[src/rtl/link_pkg.sv]
// Shared types and defaults for the bit-serial Arduino link.
package link_pkg;
    localparam int LINK_WORD_W  = 16;
    localparam int LINK_TIMEOUT = 255;

    typedef enum logic [1:0] {
        TX_IDLE,
        TX_WAIT,
        TX_SHIFT,
        TX_DONE
    } tx_state_t;

    typedef enum logic {
        RX_IDLE,
        RX_SHIFT
    } rx_state_t;
endpackage

[src/rtl/sync2.sv]
// Two-flop synchronizer for a single asynchronous bit; 2-cycle latency, no flow control.
module sync2 (
    input  logic clk,
    input  logic rst,
    input  logic d,
    output logic q
);
    logic meta;

    always_ff @(posedge clk) begin
        if (rst) begin
            meta <= 1'b0;
            q    <= 1'b0;
        end else begin
            meta <= d;
            q    <= meta;
        end
    end
endmodule

[src/rtl/serial_link.sv]
// Full-duplex bit-serial transceiver: 2 clk/bit TX (waits on ard_rdy), strobe-sampled RX with idle timeout.
// SERIAL_LINK_PARITY_EN appends an even-parity bit to frames in both directions.
module serial_link
    import link_pkg::*;
#(
    parameter int WORD_W  = LINK_WORD_W,
    parameter int TIMEOUT = LINK_TIMEOUT
) (
    input  logic              clk,
    input  logic              rst,
    input  logic              tx_start,
    input  logic [WORD_W-1:0] tx_word,
    output logic              tx_ready,
    output logic              tx_busy,
    output logic              tx_done,
    input  logic              ard_rdy,
    output logic              ser_out,
    output logic              ser_clk_out,
    input  logic              ser_in,
    input  logic              ser_clk_in,
    output logic [WORD_W-1:0] rx_word,
    output logic              rx_valid,
    output logic              error
);
`ifdef SERIAL_LINK_PARITY_EN
    localparam int FRAME_W = WORD_W + 1;
`else
    localparam int FRAME_W = WORD_W;
`endif
    localparam int CNT_W  = $clog2(FRAME_W + 1);
    localparam int IDLE_W = $clog2(TIMEOUT + 1);

    // ---------------- TX ----------------
    tx_state_t          tx_state, tx_state_nx;
    logic [FRAME_W-1:0] tx_sr, tx_sr_nx;
    logic [CNT_W-1:0]   tx_cnt, tx_cnt_nx;
    logic               tx_phase, tx_phase_nx;
    logic [FRAME_W-1:0] tx_frame;

`ifdef SERIAL_LINK_PARITY_EN
    assign tx_frame = {tx_word, ^tx_word};
`else
    assign tx_frame = tx_word;
`endif

    always_ff @(posedge clk) begin
        if (rst) begin
            tx_state <= TX_IDLE;
            tx_sr    <= '0;
            tx_cnt   <= '0;
            tx_phase <= 1'b0;
        end else begin
            tx_state <= tx_state_nx;
            tx_sr    <= tx_sr_nx;
            tx_cnt   <= tx_cnt_nx;
            tx_phase <= tx_phase_nx;
        end
    end

    always_comb begin
        tx_state_nx = tx_state;
        tx_sr_nx    = tx_sr;
        tx_cnt_nx   = tx_cnt;
        tx_phase_nx = tx_phase;
        case (tx_state)
            TX_IDLE: begin
                if (tx_start) begin
                    tx_sr_nx    = tx_frame;
                    tx_cnt_nx   = '0;
                    tx_phase_nx = 1'b0;
                    tx_state_nx = ard_rdy ? TX_SHIFT : TX_WAIT;
                end
            end
            TX_WAIT: begin
                if (ard_rdy) begin
                    tx_state_nx = TX_SHIFT;
                end
            end
            TX_SHIFT: begin
                // Phase 1 is the strobe-high half; the bit advances as it ends.
                tx_phase_nx = ~tx_phase;
                if (tx_phase) begin
                    tx_sr_nx = {tx_sr[FRAME_W-2:0], 1'b0};
                    if (tx_cnt == CNT_W'(FRAME_W - 1)) begin
                        tx_cnt_nx   = '0;
                        tx_state_nx = TX_DONE;
                    end else begin
                        tx_cnt_nx = tx_cnt + CNT_W'(1);
                    end
                end
            end
            TX_DONE: tx_state_nx = TX_IDLE;
            default: tx_state_nx = TX_IDLE;
        endcase
    end

    assign ser_out     = (tx_state == TX_SHIFT) & tx_sr[FRAME_W-1];
    assign ser_clk_out = (tx_state == TX_SHIFT) & tx_phase;
    assign tx_busy     = (tx_state == TX_WAIT) | (tx_state == TX_SHIFT);
    assign tx_done     = (tx_state == TX_DONE);
    assign tx_ready    = (tx_state == TX_IDLE) & ard_rdy;

    // ---------------- RX ----------------
    logic s_dat, s_clk;
    logic strobe_d, strobe_dd, dat_d;
    logic strobe_rise, strobe_edge;

    sync2 u_sync_dat (.clk(clk), .rst(rst), .d(ser_in),     .q(s_dat));
    sync2 u_sync_clk (.clk(clk), .rst(rst), .d(ser_clk_in), .q(s_clk));

    // One more stage keeps data aligned with the edge detector.
    always_ff @(posedge clk) begin
        if (rst) begin
            strobe_d  <= 1'b0;
            strobe_dd <= 1'b0;
            dat_d     <= 1'b0;
        end else begin
            strobe_d  <= s_clk;
            strobe_dd <= strobe_d;
            dat_d     <= s_dat;
        end
    end

    assign strobe_rise = strobe_d & ~strobe_dd;
    assign strobe_edge = strobe_d ^ strobe_dd;

    rx_state_t          rx_state, rx_state_nx;
    logic [FRAME_W-2:0] rx_sr, rx_sr_nx;
    logic [FRAME_W-1:0] rx_shift;
    logic [CNT_W-1:0]   rx_cnt, rx_cnt_nx;
    logic [IDLE_W-1:0]  rx_idle, rx_idle_nx;
    logic [WORD_W-1:0]  rx_word_nx;
    logic               rx_valid_nx, error_nx;

    assign rx_shift = {rx_sr, dat_d};

    always_ff @(posedge clk) begin
        if (rst) begin
            rx_state <= RX_IDLE;
            rx_sr    <= '0;
            rx_cnt   <= '0;
            rx_idle  <= '0;
            rx_word  <= '0;
            rx_valid <= 1'b0;
            error    <= 1'b0;
        end else begin
            rx_state <= rx_state_nx;
            rx_sr    <= rx_sr_nx;
            rx_cnt   <= rx_cnt_nx;
            rx_idle  <= rx_idle_nx;
            rx_word  <= rx_word_nx;
            rx_valid <= rx_valid_nx;
            error    <= error_nx;
        end
    end

    always_comb begin
        rx_state_nx = rx_state;
        rx_sr_nx    = rx_sr;
        rx_cnt_nx   = rx_cnt;
        rx_idle_nx  = rx_idle;
        rx_word_nx  = rx_word;
        rx_valid_nx = 1'b0;
        error_nx    = 1'b0;
        if (strobe_rise) begin
            rx_sr_nx   = rx_shift[FRAME_W-2:0];
            rx_idle_nx = '0;
            if (rx_cnt == CNT_W'(FRAME_W - 1)) begin
                rx_cnt_nx   = '0;
                rx_state_nx = RX_IDLE;
`ifdef SERIAL_LINK_PARITY_EN
                if (^rx_shift) begin
                    error_nx = 1'b1;
                end else begin
                    rx_word_nx  = rx_shift[FRAME_W-1:1];
                    rx_valid_nx = 1'b1;
                end
`else
                rx_word_nx  = rx_shift;
                rx_valid_nx = 1'b1;
`endif
            end else begin
                rx_cnt_nx   = rx_cnt + CNT_W'(1);
                rx_state_nx = RX_SHIFT;
            end
        end else if (rx_state == RX_SHIFT) begin
            if (strobe_edge) begin
                rx_idle_nx = '0;
            end else if (rx_idle == IDLE_W'(TIMEOUT - 1)) begin
                // Abandon the partial frame; rx_word keeps the last good word.
                error_nx    = 1'b1;
                rx_cnt_nx   = '0;
                rx_idle_nx  = '0;
                rx_state_nx = RX_IDLE;
            end else begin
                rx_idle_nx = rx_idle + IDLE_W'(1);
            end
        end
    end
endmodule

[config.mk]
export PLATFORM = sky130hd
export DESIGN_NAME = serial_link
export DESIGN_NICKNAME = d
export VERILOG_FILES = /design/src/rtl/link_pkg.sv /design/src/rtl/sync2.sv /design/src/rtl/serial_link.sv
export SDC_FILE = /design/constraint.sdc
export NUM_CORES = 1
export LEC_CHECK = 0
export BUFFER_PORTS_ARGS = -buffer_cell sky130_fd_sc_hd__buf_2
export CORE_MARGIN = 2
export CORE_UTILIZATION = 49
export CTS_CLUSTER_DIAMETER = 200
export DETAILED_ROUTE_END_ITERATION = 10
export GPL_TIMING_DRIVEN = 0
export PLACE_DENSITY = 0.72
export RECOVER_POWER = 50
export SLEW_MARGIN = 20
export SYNTH_ARGS = -nofsm -noshare
export SYNTH_HDL_FRONTEND = slang
export SYNTH_SLANG_ARGS = --single-unit
[constraint.sdc]
create_clock -name clk -period 2.83 [get_ports clk]
set_input_delay 0.1415 -clock clk [delete_from_list [all_inputs] [get_ports clk]]
set_output_delay 0.1415 -clock clk [all_outputs]
set_load 0.03 [all_outputs]
== Word-level counts from Yosys, hierarchy flattened ==
Index checks and enable logic that the tools add are counted.
Widths: inputs -> output; s select.

* Add/subtract/negate cells: 3
* Multiplexer cells: 29
* Reductions and logical operators: 12
* Eq/ne operators: 11
* Bitwise logic cells: 10

{| class="wikitable"
|+ Operator list
! operator !! number
|-
| $mux 5 || 8
|-
| $mux 16 || 2
|-
| $pmux 16 s2 || 1
|-
| $mux 8 || 2
|-
| $add 5x1->5 const B || 2
|-
| $eq 5x4->1 const B || 2
|-
| $mux 2 || 5
|-
| $ne 2x2->1 const B || 5
|-
| $pmux 5 s2 || 1
|-
| $add 8x1->8 const B || 1
|-
| $eq 8x8->1 const B || 1
|-
| $mux 1 || 8
|-
| $pmux 2 s4 || 1
|-
| $reduce_and 3->1 || 2
|-
| $reduce_bool 2->1 || 3
|-
| $and 1x1->1 || 4
|-
| $eq 2x2->1 const B || 2
|-
| $not 1->1 || 4
|-
| $reduce_and 2->1 || 2
|-
| $reduce_and 4->1 || 1
|-
| $reduce_or 2->1 || 2
|-
| $reduce_or 4->1 || 1
|-
| $eq 2x1->1 const B || 1
|-
| $logic_not 2->1 || 1
|-
| 3 further kinds || 3
|}

* Output and inout bits: 23
* Register bits after elaboration: 78
* Input port bits: 22

== Longest topological paths before layout ==
* Depth in word-level cells: 5
* Mapped depth: 8
* Mapped depth without buffers: 6

== Cells and area by module ==
A second synthesis with hierarchy kept.

* Cell total of the unflattened synthesis: 362
* Area, all modules: 3384.5 um2

{| class="wikitable"
|+ By module, submodules not included
! module !! area an instance (um2) !! cells an instance !! seq. area each (um2) !! instances
|-
| serial_link || 3279.4 || 354 || 1481.4 || 1
|-
| sync2 || 52.6 || 4 || 40.0 || 2
|}

== Worst setup path after synthesis ==
Ideal clock, no wire load.

* Path type: reg-to-reg
* From: reg tx_state[0]
* To: reg tx_state[0]
* Setup slack: 1.224 ns
* Buffers on the path: 1
* Clock period less this slack: 1.606 ns
* Data required time: 2.702 ns
* Stages on the path, launching flop included: 8
* Data arrival time: 1.478 ns
* Path through: dfxtp_1 inv_1 ha_1 buf_4 and2b_4 a2111oi_4 mux2i_1 nor2_1

* Word-level cells in the longest chain between the ends: 3

{| class="wikitable"
|+ Ends and longest elaborated chain
! what !! line !! source
|-
| start: declaration || serial_link.sv:34 || <nowiki>tx_state_t tx_state, tx_state_nx;</nowiki>
|-
| start signal: assignment || serial_link.sv:53 || <nowiki>tx_state <= tx_state_nx;</nowiki>
|-
| $eq 2x2->1 (tied with other cells) || serial_link.sv:65 || <nowiki>case (tx_state)</nowiki>
|-
| $ne 2x2->1 (no source line) || -- ||
|-
| $reduce_and 4->1 (no source line) || -- ||
|}

Several ways; a longest one is shown, not always the timed one.
A chain may end at the register's enable or synchronous reset.

== Worst setup path after layout ==
* From: reg tx_state[0]
* To: out ser_out

* Word-level cells in the longest chain between the ends: 2

{| class="wikitable"
|+ Ends and longest elaborated chain
! what !! line !! source
|-
| $eq 2x2->1 || serial_link.sv:97 || <nowiki>assign ser_out = (tx_state == TX_SHIFT) & tx_sr[FRAME_W-1];</nowiki>
|-
| $and 1x1->1 || serial_link.sv:97 ||
|-
| end: declaration || serial_link.sv:17 || <nowiki>output logic ser_out,</nowiki>
|}

No other way between the ends.

==> reports/qor.yml <==
min_period_ns: 2.11
ys_seq_area_frac: 0.471
slew_headroom: 0.616
finClkSkew_ns: 0.0102
synth-warning-count: 0
dieArea_sq_um: 7440
htreeDepth: 3
worstSetupPathType: "reg2out"
row_count: 29
synth-async-reset-ratio: 0
boundaryPins: 45
worst_setup_path_end_kind: "primary output"
finalSetupTns_ns: 0
yosysMostFrequentCell: "dfxtp_1"
nets: 451
synthFlopType: "dfxtp_1"
gr-usage-all-layers: 0.183
hpwl_um: 4350
hp-class: "in2reg"
cts_tree: "yes"
cellPowerDensity_nw_per_um2: 735
fmax_mhz: 475
status: "finished, final reports clean"
finalInstanceArea_sq_um: 3820
cts_sinks: 78
crit_buf_inv: 4
cts_root_buffer: "clkbuf_8"
num_vias: 2588
wl_per_cell_um: 12.4
yosysTopAreaCell: "dfxtp_1"
die_h_um: 86.2
dp.cells: 482
post-route-util: 0.592
die_w_um: 86.2
grt_max_degree: 16
cp_slowest_cell: "buf_1"
synth_top_area_frac: 0.471
grt_overflow: 0
antenna_found_initial: 0
synth_compound_area_frac: 0.128
timing.rr.end: "rx_sr[14]$_SDFFE_PP0P_"
timing.critical_path.arrival_ns: 1.96
worstSkewPairLatency_ns: 0.35
synth_area_leaders: "dfxtp_1 47%, mux2i_1 9.7%, nand2_1 5.2%"
initial_core_util: 0.513
routed_via_density: 5.18
critPathMaxFanout: 10
coreArea_sq_um: 6460
leakagePower_nw: 1.42
drt_drc_violations_left: 0
synth_simple_gate_area_frac: 0.202
syn_nets: 395
drv_slew: 0
dr.pass1.iters: 4
syn_avg_cell_area_sq_um: 9.15
startpoint_type: "flop"
synth_xor_area_frac: 0.0132
clock_path_buffers: 2
rr_worst_depth: 7
ys_types: 44
synthToLayoutAreaGrowth_pct: 15.4
peakVddDrop_uv: 328
drive_above_1_share: 0.130
cap_violations: 0
first_global_vias: 2478
ys_ff_latch: 78
worstPathRequired_ns: 2.69
cts_buffers: 9
rsz0062_at_grt: "false"
hold_path_depth: 3
syn_inst: 362
nFillCells: 611
regToRegSetupSlack_ns: 0.95
finalNonFillerCells: 500
setup_viol: 0
min_to: "tx_sr[1]$_SDFFE_PP0P_"
drt_wl_total_um: 6200
clk_pin_slew_worst_paths_ns: 0.08
grt_pass1_wl_um: 10900
synthAdderAreaFrac: 0.0415
path_cells: "inv_1 -> ha_1 -> buf_4 -> buf_1 -> and2_1 -> buf_2"
critPathMaxStageDelay_ns: 0.40
hold_violations: 0
fin_crit_sh: 0.744
holdCritStartpoint: "tx_word[1]"
muxShareOfSynthArea: 0.101
gp_congestion: 0.758
n_antenna_cell: 0
netlist_top_cells_count: "78 x dfxtp_1, 46 x nand2_1, 45 x nor2_1"
syn_area_sq_um: 3310
cp_top_family: "buffers and inverters"
synth_top_family_by_area: "simple AND/OR/NAND/NOR gates"
place_area_sq_um: 3620
synth-edff-count: 0
reg2reg_from: "strobe_dd$_SDFF_PP0_"
io_buffers: 43
worstMarginPinSlew_ns: 0.575
ant_nets: 0
first_iter_violations: 85
==> power by group <==
group | leakage [nW] | internal (mW) | switching [mW]
clock network | 0.0968 | 0.418 | 0.428
registers | 0.633 | 1.23 | 0.0741
logic | 0.687 | 0.280 | 0.378
total | 1.42 | 1.93 | 0.879
==> tightest hold or removal path: cells and delay by family <==
family / cells / cell delay [ns]
AOI/OAI and AO/OA: 1 / 0.08
buffers and inverters: 1 / 0.09
muxes: 1 / 0.12
==> per-stage QoR <==
step                total power, mW  hold slack (ns)  worst slack, ns
CTS                            2.84            0.121            0.692
global route                   2.99            0.120            0.586
finish                         2.81            0.125            0.724
floorplan                      1.85            0.270             1.22
detailed placement             1.99            0.356             1.01
global placement               1.98            0.356             1.03
==> kinds of logic (layout without fill, tap and decap cells) <==
| kind of cell | after synthesis | after routing |
|---|---|---|
| and+or+nand+nor | 138 | 138 |
| muxes | 33 | 33 |
| buffers and inverters | 30 | 91 |
| DFF | 78 | 78 |
| xor gates and xnor gates | 5 | 5 |
| AOI/OAI and AO/OA | 67 | 67 |
| adders and majority gates | 11 | 11 |
==> per-layer routing <==
layer | wire (um) | vias to the layer above | track usage | share of wire
met3 | 201 | 10 | 0.0343 | 0.032
met1 | 3170 | 1177 | 0.238 | 0.51
met4 | 122 | 0 | 0.0895 | 0.020
li1 | - | 1359 | - | -
met5 | 0 | - | 0 | 0
met2 | 2710 | 42 | 0.293 | 0.44
==> flip-flops by register name (all words and copies together), names as in the netlist, 2 cells and up <==
name and flops:
rx_word 16, tx_sr 16, rx_sr 15, rx_idle 8, rx_cnt 5, tx_cnt 5
tx_state 2
==> worst max path at each step <==
stage	start	to	slack, ns	depth (start not counted)
floorplan	tx_state[0]$_SDFFE_PP0P_	tx_state[0]$_SDFFE_PP0P_	1.22	7
detailed placement	tx_state[0]$_SDFFE_PP0P_	tx_sr[14]$_SDFFE_PP0P_	1.01	7
CTS	tx_state[0]$_SDFFE_PP0P_	ser_out	0.69	6
finish	tx_state[0]$_SDFFE_PP0P_	ser_out	0.72	6
global placement	tx_state[0]$_SDFFE_PP0P_	tx_sr[9]$_SDFFE_PP0P_	1.03	7
global route	tx_state[0]$_SDFFE_PP0P_	ser_out	0.59	6
==> what timing repair did <==
item,in CTS,in global routing
endpoints found under the hold margin,2,0
hold buffers,2,0
buffers inserted,0,0
resized for setup,0,0
==> final cells by class <==
class	count	area, sq um	area share
Multi-Input combinational cell	254	1610	0.421
Buffer	20	105	0.0275
Sequential cell	78	1560	0.409
Clock inverter	7	80.1	0.0209
Clock buffer	9	124	0.0324
Tap cell	77	96.3	0.0252
Timing Repair Buffer	45	210	0.0550
Inverter	10	37.5	0.00982
==> placed cells by master (no fill, tap or decap), drive strengths merged, types with 3 or more instances in the layout <==
master / Yosys / final
clkbuf: 7 / 38
a21oi: 29 / 29
dfxtp: 78 / 78
buf: 13 / 34
o22ai: 3 / 3
nand3b: 3 / 3
inv: 10 / 13
xor2: 3 / 3
nand4: 3 / 3
nor2b: 10 / 10
o21ai: 11 / 11
mux2i: 33 / 33
and2: 6 / 6
nand2: 46 / 46
nand2b: 5 / 5
nor2: 46 / 46
nand3: 5 / 5
ha: 11 / 11
a211oi: 16 / 16
No activity file was read; power rests on OpenSTA's default activity.
